File: src/rtl/uart_param.sv
// Parametrised full-duplex UART core: independent TX and RX engines sharing clk/rst_n.
// Frame: start, DATA_BITS LSB first, optional odd/even parity, STOP_BITS stop bits.
module uart_param #(
    parameter int unsigned CLK_DIV   = 434,
    parameter int unsigned DATA_BITS = 8,
    parameter int unsigned PARITY    = 0,
    parameter int unsigned STOP_BITS = 1
) (
    input  logic                 clk,
    input  logic                 rst_n,
    input  logic                 tx_valid,
    output logic                 tx_ready,
    input  logic [DATA_BITS-1:0] tx_data,
    output logic                 tx,
    input  logic                 rx,
    output logic                 rx_valid,
    output logic [DATA_BITS-1:0] rx_data,
    output logic                 rx_parity_err,
    output logic                 rx_frame_err
);

    localparam int unsigned    CW        = $clog2(CLK_DIV);
    localparam logic [CW-1:0]  BIT_LAST  = CW'(CLK_DIV - 1);
    localparam logic [CW-1:0]  HALF_LAST = CW'(CLK_DIV / 2 - 1);
    localparam logic [3:0]     DATA_LAST = 4'(DATA_BITS - 1);
    localparam logic [3:0]     STOP_LAST = 4'(STOP_BITS - 1);
    localparam logic           HAS_PAR   = (PARITY != 0);
    localparam logic           PAR_ODD   = (PARITY == 1);

    typedef enum logic [2:0] {TX_IDLE, TX_START, TX_DATA, TX_PARITY, TX_STOP} tx_state_e;
    typedef enum logic [2:0] {RX_IDLE, RX_START, RX_DATA, RX_PARITY, RX_STOP, RX_WAIT_HIGH} rx_state_e;

    tx_state_e              tx_state_q, tx_state_d;
    logic [CW-1:0]          tx_cnt_q, tx_cnt_d;
    logic [3:0]             tx_idx_q, tx_idx_d;
    logic [DATA_BITS-1:0]   tx_shift_q, tx_shift_d;
    logic                   tx_par_q, tx_par_d;
    logic                   tx_q, tx_d;
    logic                   tx_tick;

    always_ff @(posedge clk or negedge rst_n) begin
        if (!rst_n) begin
            tx_state_q <= TX_IDLE;
            tx_cnt_q   <= '0;
            tx_idx_q   <= '0;
            tx_shift_q <= '0;
            tx_par_q   <= 1'b0;
            tx_q       <= 1'b1;
        end else begin
            tx_state_q <= tx_state_d;
            tx_cnt_q   <= tx_cnt_d;
            tx_idx_q   <= tx_idx_d;
            tx_shift_q <= tx_shift_d;
            tx_par_q   <= tx_par_d;
            tx_q       <= tx_d;
        end
    end

    assign tx_tick = (tx_cnt_q == '0);

    // NOTE: every output gets a default before the case so no latch is inferred.
    always_comb begin
        tx_state_d = tx_state_q;
        tx_cnt_d   = tx_tick ? BIT_LAST : tx_cnt_q - 1'b1;
        tx_idx_d   = tx_idx_q;
        tx_shift_d = tx_shift_q;
        tx_par_d   = tx_par_q;
        tx_d       = tx_q;
        case (tx_state_q)
            TX_IDLE: begin
                tx_d     = 1'b1;
                tx_cnt_d = BIT_LAST;
                if (tx_valid) begin
                    tx_state_d = TX_START;
                    tx_shift_d = tx_data;
                    tx_par_d   = ^tx_data ^ PAR_ODD;
                    tx_d       = 1'b0;
                end
            end
            TX_START: if (tx_tick) begin
                tx_state_d = TX_DATA;
                tx_idx_d   = '0;
                tx_d       = tx_shift_q[0];
            end
            TX_DATA: if (tx_tick) begin
                if (tx_idx_q == DATA_LAST) begin
                    tx_idx_d = '0;
                    if (HAS_PAR) begin
                        tx_state_d = TX_PARITY;
                        tx_d       = tx_par_q;
                    end else begin
                        tx_state_d = TX_STOP;
                        tx_d       = 1'b1;
                    end
                end else begin
                    tx_idx_d   = tx_idx_q + 1'b1;
                    tx_shift_d = tx_shift_q >> 1;
                    tx_d       = tx_shift_q[1];
                end
            end
            TX_PARITY: if (tx_tick) begin
                tx_state_d = TX_STOP;
                tx_idx_d   = '0;
                tx_d       = 1'b1;
            end
            TX_STOP: if (tx_tick) begin
                tx_d = 1'b1;
                if (tx_idx_q == STOP_LAST) tx_state_d = TX_IDLE;
                else                       tx_idx_d   = tx_idx_q + 1'b1;
            end
            default: tx_state_d = TX_IDLE;
        endcase
    end

    always_comb begin
        tx_ready = (tx_state_q == TX_IDLE);
        tx       = tx_q;
    end

    // Two-flop synchroniser plus a delayed copy for falling-edge detection.
    logic rx_meta_q, rxs_q, rxs_prev_q;

    rx_state_e              rx_state_q, rx_state_d;
    logic [CW-1:0]          rx_cnt_q, rx_cnt_d;
    logic [3:0]             rx_idx_q, rx_idx_d;
    logic [DATA_BITS-1:0]   rx_shift_q, rx_shift_d;
    logic                   rx_perr_q, rx_perr_d;
    logic                   rx_ferr_q, rx_ferr_d;
    logic                   rx_valid_q, rx_valid_d;
    logic [DATA_BITS-1:0]   rx_data_q, rx_data_d;
    logic                   rx_parity_err_q, rx_parity_err_d;
    logic                   rx_frame_err_q, rx_frame_err_d;
    logic                   rx_tick, stop_err;

    always_ff @(posedge clk or negedge rst_n) begin
        if (!rst_n) begin
            rx_meta_q       <= 1'b1;
            rxs_q           <= 1'b1;
            rxs_prev_q      <= 1'b1;
            rx_state_q      <= RX_IDLE;
            rx_cnt_q        <= '0;
            rx_idx_q        <= '0;
            rx_shift_q      <= '0;
            rx_perr_q       <= 1'b0;
            rx_ferr_q       <= 1'b0;
            rx_valid_q      <= 1'b0;
            rx_data_q       <= '0;
            rx_parity_err_q <= 1'b0;
            rx_frame_err_q  <= 1'b0;
        end else begin
            rx_meta_q       <= rx;
            rxs_q           <= rx_meta_q;
            rxs_prev_q      <= rxs_q;
            rx_state_q      <= rx_state_d;
            rx_cnt_q        <= rx_cnt_d;
            rx_idx_q        <= rx_idx_d;
            rx_shift_q      <= rx_shift_d;
            rx_perr_q       <= rx_perr_d;
            rx_ferr_q       <= rx_ferr_d;
            rx_valid_q      <= rx_valid_d;
            rx_data_q       <= rx_data_d;
            rx_parity_err_q <= rx_parity_err_d;
            rx_frame_err_q  <= rx_frame_err_d;
        end
    end

    assign rx_tick  = (rx_cnt_q == '0);
    assign stop_err = rx_ferr_q | ~rxs_q;

    always_comb begin
        rx_state_d      = rx_state_q;
        rx_cnt_d        = rx_tick ? BIT_LAST : rx_cnt_q - 1'b1;
        rx_idx_d        = rx_idx_q;
        rx_shift_d      = rx_shift_q;
        rx_perr_d       = rx_perr_q;
        rx_ferr_d       = rx_ferr_q;
        rx_valid_d      = 1'b0;
        rx_data_d       = rx_data_q;
        rx_parity_err_d = rx_parity_err_q;
        rx_frame_err_d  = rx_frame_err_q;
        case (rx_state_q)
            RX_IDLE: if (!rxs_q && rxs_prev_q) begin
                rx_state_d = RX_START;
                rx_cnt_d   = HALF_LAST;
            end
            RX_START: if (rx_tick) begin
                rx_state_d = rxs_q ? RX_IDLE : RX_DATA;
                rx_idx_d   = '0;
                rx_perr_d  = 1'b0;
                rx_ferr_d  = 1'b0;
            end
            RX_DATA: if (rx_tick) begin
                rx_shift_d = {rxs_q, rx_shift_q[DATA_BITS-1:1]};
                if (rx_idx_q == DATA_LAST) begin
                    rx_idx_d   = '0;
                    rx_state_d = HAS_PAR ? RX_PARITY : RX_STOP;
                end else begin
                    rx_idx_d = rx_idx_q + 1'b1;
                end
            end
            RX_PARITY: if (rx_tick) begin
                rx_perr_d  = ^rx_shift_q ^ rxs_q ^ PAR_ODD;
                rx_state_d = RX_STOP;
            end
            RX_STOP: if (rx_tick) begin
                rx_ferr_d = stop_err;
                if (rx_idx_q == STOP_LAST) begin
                    rx_valid_d      = 1'b1;
                    rx_data_d       = rx_shift_q;
                    rx_parity_err_d = HAS_PAR & rx_perr_q;
                    rx_frame_err_d  = stop_err;
                    // A low line after a bad stop is a break: hold off until it idles.
                    rx_state_d      = stop_err ? RX_WAIT_HIGH : RX_IDLE;
                end else begin
                    rx_idx_d = rx_idx_q + 1'b1;
                end
            end
            RX_WAIT_HIGH: if (rxs_q) rx_state_d = RX_IDLE;
            default: rx_state_d = RX_IDLE;
        endcase
    end

    always_comb begin
        rx_valid      = rx_valid_q;
        rx_data       = rx_data_q;
        rx_parity_err = rx_parity_err_q;
        rx_frame_err  = rx_frame_err_q;
    end

endmodule
File: config.mk
export PLATFORM = sky130hd
export DESIGN_NAME = uart_param
export DESIGN_NICKNAME = d
export VERILOG_FILES = /design/src/rtl/uart_param.sv
export SDC_FILE = /design/constraint.sdc
export NUM_CORES = 1
export LEC_CHECK = 0
export ABC_AREA = 1
export BUFFER_PORTS_ARGS = -buffer_cell sky130_fd_sc_hd__buf_2
export CAP_MARGIN = 20
export CORE_ASPECT_RATIO = 0.8
export CORE_MARGIN = 3
export CORE_UTILIZATION = 45
export DETAILED_ROUTE_END_ITERATION = 10
export SLEW_MARGIN = 10
export SYNTH_ARGS = -nofsm -noshare
export SYNTH_HDL_FRONTEND = slang
export SYNTH_SLANG_ARGS = --single-unit
File: constraint.sdc
create_clock -name clk -period 3.12 [get_ports clk]
set_clock_uncertainty 0.2 [all_clocks]
set_input_delay 0.312 -clock clk [delete_from_list [all_inputs] [get_ports clk]]
set_output_delay 0.312 -clock clk [all_outputs]
set_load 0.005 [all_outputs]
==> flow_summary_export.csv, run 1 <==
group,metric,value,unit
run_status,status,"finished, final reports clean",
global_routing,groute.usage.overall,15.8,%
sta,fin_ws,1.01,ns
synthesis,ys.flop_type,"dfrtp_1",
global_routing,grt_pass1_wl,10300,um
critical_path,worst_ep_arrival_time,2.14,ns
critical_path,critical_path.cell_chain,"inv_2 > nand2_2 > nor2_1 > nand2_1 > nand2_2 > nand2_2 > nand2_1 > nand2_1",
critical_path,cpMaxStageDelayCell,"nor2_1",
sta,drv_slew,0,
critical_path,cp_data_required_time,3.15,ns
pwr,ir_worst_vdd,332,uV
placed_design,dp_hpwl,4300,um
drt,drt-total-wl,5760,um
run,drv_cap,0,
synthesis,synthDominantCellAreaShare,45.9,%
synthesis,synth.distinct_cells,32,
synthesis,synth_edf_count,0,
placed_design,place_ws,0.999,ns
global_routing,antenna_found_initial,0,
floorplanning,die_area,0.00820,mm2
sta,max_freq,474,MHz
synthesis,yosys_warnings,0,
sta,tns,0,ns
drt,drtAntennaViolNets,0,
drt,wl_per_cell,11.1,um
placed_design,dp.cells,503,
drt,viasPerCell,4.77,
final_layout,fin_cells,521,
pwr,powerDensity,611,mW/mm2
critical_path,end_kind,"flop",
clock_tree,cts_root_buffer,"clkbuf_8",
sta,holdWs,0.117,ns
synthesis,ys_seq_area_share,49.2,%
drt,drtIter0Drc,100,
sta,finalCritPeriodShare,67.6,%
synthesis,synth_cells,400,
sta,max-slew-margin-rel,51.4,%
floorplanning,start_util,48.5,%
floorplanning,io_pins,25,
pwr,leakage,1.97,nW
synthesis,synth_largest_area_cell,"dfrtp_1",
critical_path,path_max_fanout,11,
hold_path,min_path_type,"in -> reg",
sta,rsz0062_at_grt,"false",
floorplanning,design.core.area,0.00664,mm2
final_layout,drive_gt1_share,17.8,%
critical_path,crit_type,"reg -> reg",
clock_tree,htreeDepth,3,
sta,setup_viol_count_final,0,
drt,dr.pass1.iters,4,
final_layout,final_net_count,450,
synthesis,synth.area.top_cells,"dfrtp_1 46%, nand2_1 15%, nand3_1 6.1%",
placed_design,gp_congestion,0.863,
floorplanning,row_count,26,
global_routing,grt-ovfl-total,0,
synthesis,synthesis.nets,418,
critical_path,critPathBufInv,1,
synthesis,synth.avg_cell_area,8.04,um2
floorplanning,dieHeight,81.6,um
clock_tree,cts_setup_buffers,0,
placed_design,portBuffers,23,
critical_path,cp_top_family,"simple AND/OR/NAND/NOR gates",
global_routing,first_global_vias,2295,
floorplanning,die_w,101,um
drt,num_vias,2486,
synthesis,synthArstFlopShare,100,%
clock_tree,clk_latency,0.33,ns
final_layout,syn2layout_area_growth,13.9,%
synthesis,syn_area,0.00322,mm2
clock_tree,clk_pin_slew,0.07,ns
clock_tree,cts_tree,"done",
sta,post-route-min-period,2.11,ns
sta,max_slew.worst_pin.slew,0.726,ns
clock_tree,numCtsBuffers,9,
global_routing,grt_start_max_net_pins,31,
pwr,power.total,2.24,mW
clock_tree,cts_max_path_buffers,2,
clock_tree,cts_resized,0,
drt,drcViolationCount,0,
critical_path,critPathLaunchType,"flop",
final_layout,diodes,0,
clock_tree,clock_sinks,63,
synthesis,synth_seq_cells,63,
critical_path,max_stage_delay,0.57,ns
sta,hold_viol,0,
[logic make-up (layout without fill, tap and decap cells)]
| group | after synthesis | count (layout) | share of synthesized area [%] |
|---|---|---|---|
| and+or+nand+nor | 221 | 221 | 30.2 |
| DFF | 63 | 63 | 49.2 |
| buffers and inverters | 61 | 98 | 8.44 |
| AOI/OAI and AO/OA | 42 | 42 | 8.13 |
| adders and majority gates | 6 | 6 | 2.33 |
| xor gates and xnor gates | 6 | 6 | 1.63 |
| other | 1 | 1 | 0.117 |
[state kept, by name, summed over array words and instances, names as in the netlist]
name	count
rx_meta_q	1
rx_cnt_q	9
rx_frame_err	1
tx_state_q	3
rx_shift_q	8
rxs_prev_q	1
tx_idx_q	4
rx_ferr_q	1
tx_shift_q	8
rx_valid	1
tx	1
rx_idx_q	4
rx_state_q	3
rxs_q	1
tx_cnt_q	9
rx_data	8
[what timing repair did]
item	CTS	global route
hold endpoints to repair	15	0
hold buffers	2	0
setup endpoints to repair	0	0
[layer usage]
layer	share of wire [%]	global-route usage (%)
met1	54	22.5
met2	41	22.9
met3	4.3	4.24
met4	1.5	6.46
met5	0	0
[tightest hold or removal path: stages]
cell and delay [ns]:
buf_2 0.07, nand2_1 0.05, nand2_1 0.05, nand3_1 0.07
nand2_1 0.06
[metrics by stage]
stage | util (%) | cell area, um2
2_1_floorplan | - | 3220
3_3_place_gp | 51.0 | 3390
3_5_place_dp | 51.0 | 3390
4_1_cts | 55.2 | 3660
5_1_grt | 55.2 | 3660
6_report | 55.2 | 3660
[synth_stat cells, types with 3 or more instances]
master / count
nand2_1: 131
dfrtp_1: 59
inv_1: 47
nand3_1: 39
nor2_1: 26
o21ai_0: 11
o21ai_1: 10
a21oi_1: 7
inv_2: 7
ha_1: 6
nand2_2: 6
o21ai_2: 6
buf_6: 5
nand3b_1: 5
nor2_2: 5
dfstp_2: 4
xor2_1: 4
nand4_1: 3
[worst paths after layout]
path	start	endpoint	slack, ns	cells after the start
worst max-delay path	tx_state_q[2]$_DFFE_PN0P_	tx_shift_q[4]$_DFFE_PN0P_	1.01	8
worst min-delay path	tx_data[4]	tx_shift_q[4]$_DFFE_PN0P_	0.12	5
worst max register to register	tx_state_q[2]$_DFFE_PN0P_	tx_shift_q[4]$_DFFE_PN0P_	1.01	8
worst min register to register	rx_meta_q$_DFF_PN1_	rxs_q$_DFF_PN1_	0.16	0
max in group asynchronous	rst_n	rxs_prev_q$_DFF_PN1_	1.77	3
min in group asynchronous	rst_n	tx_idx_q[3]$_DFFE_PN0P_	0.20	2
[cell type report]
type	count	area (um2)
fill	630	2970
sequential	63	1580
multi-input combinational	276	1360
inverter	55	208
clock buffer	11	151
timing repair buffer	27	150
tap	84	105
clock inverter	5	104
[report_power, final]
| group | switching, mW | total (mW) | internal [mW] |
|---|---|---|---|
| sequential | 0.0649 | 0.950 | 0.886 |
| combinational | 0.264 | 0.414 | 0.150 |
| clock | 0.297 | 0.871 | 0.574 |
| total | 0.626 | 2.24 | 1.61 |
[cell usage in the layout, fill, tap and decap left out]
cell	instances
a21boi_0	1
a21oi_1	7
a21oi_2	2
a21oi_4	1
buf_2	23
buf_4	2
bufinv_16	3
clkbuf_8	11
clkinv_2	2
clkinv_4	1
conb_1	1
dfrtp_1	59
dfstp_2	4
dlygate4sd3_1	2
ha_1	6
inv_1	47
inv_2	7
nand2_1	131
nand2_2	6
nand2_4	1
nand3_1	39
nand3_2	2
nand3_4	1
nand3b_1	5
nand4_1	3
nor2_1	26
nor2_2	5
nor3_1	1
o211ai_1	2
o21ai_0	11
o21ai_1	10
o21ai_2	6
o22ai_1	2
or2_2	1
xnor2_1	2
xor2_1	4
(Power assumes the default switching activity.)
==> inputs of run 2 (changes only) <==
==> constraint.sdc (replaced) <==
create_clock -name clk -period 2.1 [get_ports clk]
set_clock_uncertainty 0.2 [all_clocks]
set_input_delay 0.21 -clock clk [delete_from_list [all_inputs] [get_ports clk]]
set_output_delay 0.21 -clock clk [all_outputs]
set_load 0.005 [all_outputs]
==> flow_summary_export.csv, run 2 (synthesized netlist as in run 1, its figures left out) <==
group,metric,value,unit
run_status,status,"finished, final reports clean",
floorplanning,row_count,26,
hold_path,min_path_type,"in -> reg",
placed_design,gp_congestion,0.841,
drt,num_vias,2610,
clock_tree,clk_latency,0.33,ns
sta,tns,0,ns
drt,drtAntennaViolNets,0,
placed_design,dp_hpwl,4500,um
floorplanning,dieHeight,81.6,um
final_layout,diodes,0,
floorplanning,design.core.area,0.00664,mm2
critical_path,critical_path.cell_chain,"inv_1 > ha_1 > nand2_1 > nor2_1 > nand2_4 > clkinv_2 > nand2_2 > nand2_1 > o21ai_1",
drt,viasPerCell,4.87,
global_routing,grt-ovfl-total,0,
critical_path,critPathLaunchType,"flop",
global_routing,grt_pass1_wl,11000,um
final_layout,final_cell_mix,"130 x nand2_1, 59 x dfrtp_1, 47 x inv_1, 39 x nand3_1, 25 x nor2_1",
sta,post-route-min-period,1.90,ns
sta,setup_viol_count_final,0,
floorplanning,die_area,0.00820,mm2
critical_path,crit_type,"reg -> reg",
final_layout,final_net_count,465,
sta,max_freq,526,MHz
clock_tree,numCtsBuffers,9,
pwr,powerDensity,856,mW/mm2
critical_path,cp_common_cell,"nand2_1",
clock_tree,cts_max_path_buffers,2,
pwr,leakage,2.02,nW
placed_design,portBuffers,23,
final_layout,multi_input_area,0.00140,mm2
final_layout,seq_area,0.00158,mm2
floorplanning,die_w,101,um
pwr,ir_worst_vdd,589,uV
drt,drcViolationCount,0,
drt,dr.pass1.iters,5,
clock_tree,clock_sinks,63,
placed_design,postPlaceCellArea,0.00343,mm2
critical_path,cpMaxStageDelayCell,"dfrtp_1",
sta,finalCritPeriodShare,90.5,%
floorplanning,io_pins,25,
critical_path,end_kind,"flop",
drt,drt-total-wl,6380,um
global_routing,antenna_found_initial,0,
final_layout,mostFrequentLayoutCell,"nand2_1",
drt,drtIter0Drc,145,
sta,rsz0062_at_grt,"false",
floorplanning,start_util,48.5,%
critical_path,worst_ep_arrival_time,1.92,ns
final_layout,drive_gt1_share,19.2,%
run,drv_cap,0,
final_layout,fillers,615,
global_routing,groute.usage.overall,17.1,%
clock_tree,cts_root_buffer,"clkbuf_8",
global_routing,first_global_vias,2462,
clock_tree,cts_tree,"done",
final_layout,syn2layout_area_growth,18.6,%
sta,hold_viol,0,
clock_tree,htreeDepth,3,
drt,wl_per_cell,11.9,um
critical_path,cp_data_required_time,2.12,ns
critical_path,path_max_fanout,16,
clock_tree,clk_pin_slew,0.07,ns
critical_path,critPathBufInv,2,
critical_path,cp_top_family,"simple AND/OR/NAND/NOR gates",
critical_path,max_stage_delay,0.39,ns
sta,drv_slew,0,
final_layout,top_regs,"rx_cnt_q x9, tx_cnt_q x9",
global_routing,grt_start_max_net_pins,25,
final_layout,final_cell_area,0.00381,mm2
[run 2: layout make-up]
type / instances / area share (%)
clock buffer: 11 / 3.97
clock inverter: 5 / 2.10
inverter: 55 / 5.45
multi-input combinational: 277 / 36.8
sequential: 63 / 41.5
tap: 84 / 2.76
timing repair buffer: 41 / 7.48
[run 2: per-layer routing]
layer	GRT usage, %	part of all wire (%)
met1	21.9	51
met4	5.11	0.63
met3	5.94	3.2
met5	0	0
met2	27.5	45
[run 2: where the power goes]
group	switching [mW]	internal (mW)	leakage, nW
Combinational	0.418	0.239	1.09
Sequential	0.0969	1.32	0.820
Clock	0.465	0.731	0.112
Total	0.980	2.29	2.02
[run 2: metrics by stage]
step,instances,hold slack [ns],setup slack (ns),power [mW],utilization (%)
floorplan,400,-0.286,0.451,1.89,-
global placement,507,-0.00892,0.158,2.06,51.7
detailed placement,507,-0.00739,0.147,2.06,51.7
CTS,533,0.107,0.133,3.30,56.7
global route,536,0.127,0.00870,3.49,57.5
finish,536,0.124,0.201,3.27,57.5
[run 2: tightest hold or removal path, stage by stage]
cell	delay (ns)
buf_2	0.09
nand3b_1	0.10
nand4_1	0.12
nand3_1	0.09
nand2_1	0.05
[run 2: worst paths after layout]
path | start | end | slack, ns | depth (start not counted)
min reg2reg | rx_meta_q$_DFF_PN1_ | rxs_q$_DFF_PN1_ | 0.15 | 0
min | tx_valid | tx$_DFFE_PN1P_ | 0.12 | 5
max reg2reg | rx_cnt_q[0]$_DFF_PN0_ | rx_shift_q[6]$_DFFE_PN0P_ | 0.20 | 9
max | rx_cnt_q[0]$_DFF_PN0_ | rx_shift_q[6]$_DFFE_PN0P_ | 0.20 | 9
min in group asynchronous | rst_n | tx_idx_q[0]$_DFFE_PN0P_ | 0.16 | 2
max in group asynchronous | rst_n | rx_meta_q$_DFF_PN1_ | 0.93 | 3
[run 2: what timing repair did]
| action | CTS | global route |
|---|---|---|
| buffers inserted | 0 | 2 |
| hold buffers | 10 | 0 |
| setup endpoints to repair | 0 | 14 |
| gates resized for setup | 0 | 6 |
| endpoints found under the hold margin | 50 | 0 |
==> inputs of run 3 (changes only) <==
--- a/config.mk
+++ b/config.mk
@@ -10,7 +10,7 @@
 export CAP_MARGIN = 20
 export CORE_ASPECT_RATIO = 0.8
 export CORE_MARGIN = 3
-export CORE_UTILIZATION = 45
+export CORE_UTILIZATION = 47
 export DETAILED_ROUTE_END_ITERATION = 10
 export SLEW_MARGIN = 10
 export SYNTH_ARGS = -nofsm -noshare
==> flow_summary_export.csv, run 3 (synthesized netlist as in run 1, its figures left out) <==
group,metric,value,unit
pwr,powerDensity,829,mW/mm2
global_routing,antenna_found_initial,0,
clock_tree,htreeDepth,3,
global_routing,groute.usage.overall,17.3,%
drt,drtAntennaViolNets,0,
floorplanning,design.core.area,0.00651,mm2
floorplanning,row_count,26,
clock_tree,numCtsBuffers,9,
clock_tree,cts_root_buffer,"clkbuf_8",
critical_path,max_stage_delay,0.37,ns
final_layout,mostFrequentLayoutCell,"nand2_1",
final_layout,final_cell_area,0.00370,mm2
final_layout,top_regs,"rx_cnt_q x9, tx_cnt_q x9",
final_layout,drive_gt1_share,18.3,%
global_routing,grt_start_max_net_pins,37,
pwr,pwr-share-clk,33.5,%
critical_path,r2r_start,"tx_cnt_q[0]$_DFF_PN0_",
critical_path,worst_ep_arrival_time,2.01,ns
final_layout,fillers,635,
critical_path,cp_data_required_time,2.17,ns
drt,drt-total-wl,6230,um
final_layout,final_net_count,461,
sta,post-route-min-period,1.94,ns
sta,setup_viol_count_final,0,
pwr,switching_share,30.8,%
floorplanning,start_util,49.4,%
clock_tree,cts_max_path_buffers,2,
sta,hold_viol,0,
pwr,p_sw,946,uW
floorplanning,die_area,0.00788,mm2
drt,drcViolationCount,0,
global_routing,grt-ovfl-total,0,
sta,holdWs,0.0307,ns
critical_path,cpMaxStageDelayCell,"dfrtp_1",
critical_path,cp_common_cell,"nand2_1",
clock_tree,clk_latency,0.33,ns
final_layout,seq_area,0.00158,mm2
placed_design,portBuffers,23,
drt,drtIter0Drc,82,
final_layout,multi_input_area,0.00137,mm2
drt,wl_per_cell,11.7,um
drt,viasPerCell,4.92,
pwr,ir_worst_vdd,563,uV
global_routing,grt_pass1_wl,11000,um
floorplanning,io_pins,25,
final_layout,syn2layout_area_growth,15.1,%
critical_path,crit_type,"reg -> reg",
critical_path,end_kind,"flop",
pwr,seq_power_share,46.0,%
floorplanning,dieHeight,80.0,um
critical_path,path_max_fanout,6,
placed_design,gp_congestion,0.788,
placed_design,postPlaceCellArea,0.00341,mm2
pwr,pwr-share-comb,20.6,%
clock_tree,cts_tree,"done",
run_status,status,"finished, final reports clean",
placed_design,dp_hpwl,4390,um
floorplanning,die_w,98.5,um
critical_path,worstRegToRegCells,9,
final_layout,final_cell_mix,"131 x nand2_1, 59 x dfrtp_1, 47 x inv_1, 39 x nand3_1, 25 x nor2_1",
clock_tree,clk_pin_slew,0.07,ns
critical_path,critPathBufInv,2,
sta,finalCritPeriodShare,92.3,%
pwr,leakage,2.01,nW
critical_path,rr_endpoint,"tx_state_q[1]$_DFFE_PN0P_",
run,drv_cap,0,
final_layout,diodes,0,
sta,drv_slew,0,
drt,num_vias,2619,
critical_path,critPathLaunchType,"flop",
critical_path,cp_top_family,"simple AND/OR/NAND/NOR gates",
drt,dr.pass1.iters,4,
pwr,intPower,2.12,mW
sta,max_freq,516,MHz
hold_path,min_path_type,"in -> async",
clock_tree,clock_sinks,63,
critical_path,r2r_setup_slack,0.16,ns
global_routing,first_global_vias,2472,
critical_path,critical_path.cell_chain,"inv_1 > ha_1 > nand2_1 > nor2_2 > nand3_2 > a21oi_4 > dlymetal6s2s_1 > nand3_1 > nand2_1",
## run 3: timing repair
| action | CTS | global route |
|---|---|---|
| hold buffers | 7 | 0 |
| hold endpoints to repair | 66 | 0 |
| gates resized for setup | 0 | 1 |
| setup buffers | 0 | 3 |
| setup endpoints to repair | 0 | 5 |
## run 3: power by group through the flow
stage          sequential [mW]  combinational [mW]  clock [mW]
2_1_floorplan             1.41               0.484           0
3_3_place_gp              1.43               0.610           0
3_5_place_dp              1.43               0.623           0
4_1_cts                   1.41               0.632        1.06
5_1_grt                   1.43               0.733        1.11
6_report                  1.41               0.631        1.03
## run 3: metrics by stage
step / std cells / setup slack (ns) / power (mW) / TNS, ns / utilization [%]
final: 532 / 0.162 / 3.07 / 0 / 56.9
after global routing: 532 / -0.0187 / 3.27 / -0.0187 / 56.9
after CTS: 529 / 0.202 / 3.11 / 0 / 56.4
after detailed placement: 506 / 0.206 / 2.05 / 0 / 52.4
after global placement: 506 / 0.250 / 2.04 / 0 / 52.4
after floorplan: 400 / 0.451 / 1.89 / 0 / -
## run 3: worst register-to-register path, stage by stage, from the launching register on
cell            delay, ns
dfrtp_1              0.37
inv_1                0.07
ha_1                 0.15
nand2_1              0.11
nor2_2               0.14
nand3_2              0.17
a21oi_4              0.26
dlymetal6s2s_1       0.21
nand3_1              0.11
nand2_1              0.10
## run 3: routing by layer
metal	global-route usage, %	up-vias	part of all wire (%)
met5	0	-	0
met4	6.96	0	1.1
met3	4.63	8	4.4
met2	26.5	50	43
met1	23.5	1216	51
li1	-	1345	-
## run 3: worst max-delay path by stage
stage | startpoint | end | cells after the start
after floorplan | rx_idx_q[0]$_DFFE_PN0P_ | rx_state_q[2]$_DFFE_PN0P_ | 9
after global placement | rx_idx_q[0]$_DFFE_PN0P_ | rx_state_q[0]$_DFFE_PN0P_ | 9
after detailed placement | tx_cnt_q[0]$_DFF_PN0_ | tx_shift_q[6]$_DFFE_PN0P_ | 9
after CTS | tx_cnt_q[0]$_DFF_PN0_ | tx_shift_q[6]$_DFFE_PN0P_ | 9
after global routing | tx_cnt_q[0]$_DFF_PN0_ | tx_state_q[1]$_DFFE_PN0P_ | 9
final | tx_cnt_q[0]$_DFF_PN0_ | tx_state_q[1]$_DFFE_PN0P_ | 9
## run 3: cell type report
class | instances | area share (%)
well taps | 84 | 2.84
clock inverters | 4 | 1.22
clock buffers | 12 | 3.92
multi-input cells | 276 | 36.9
repair buffers | 38 | 6.76
flip-flops and latches | 63 | 42.7
inverters | 55 | 5.61
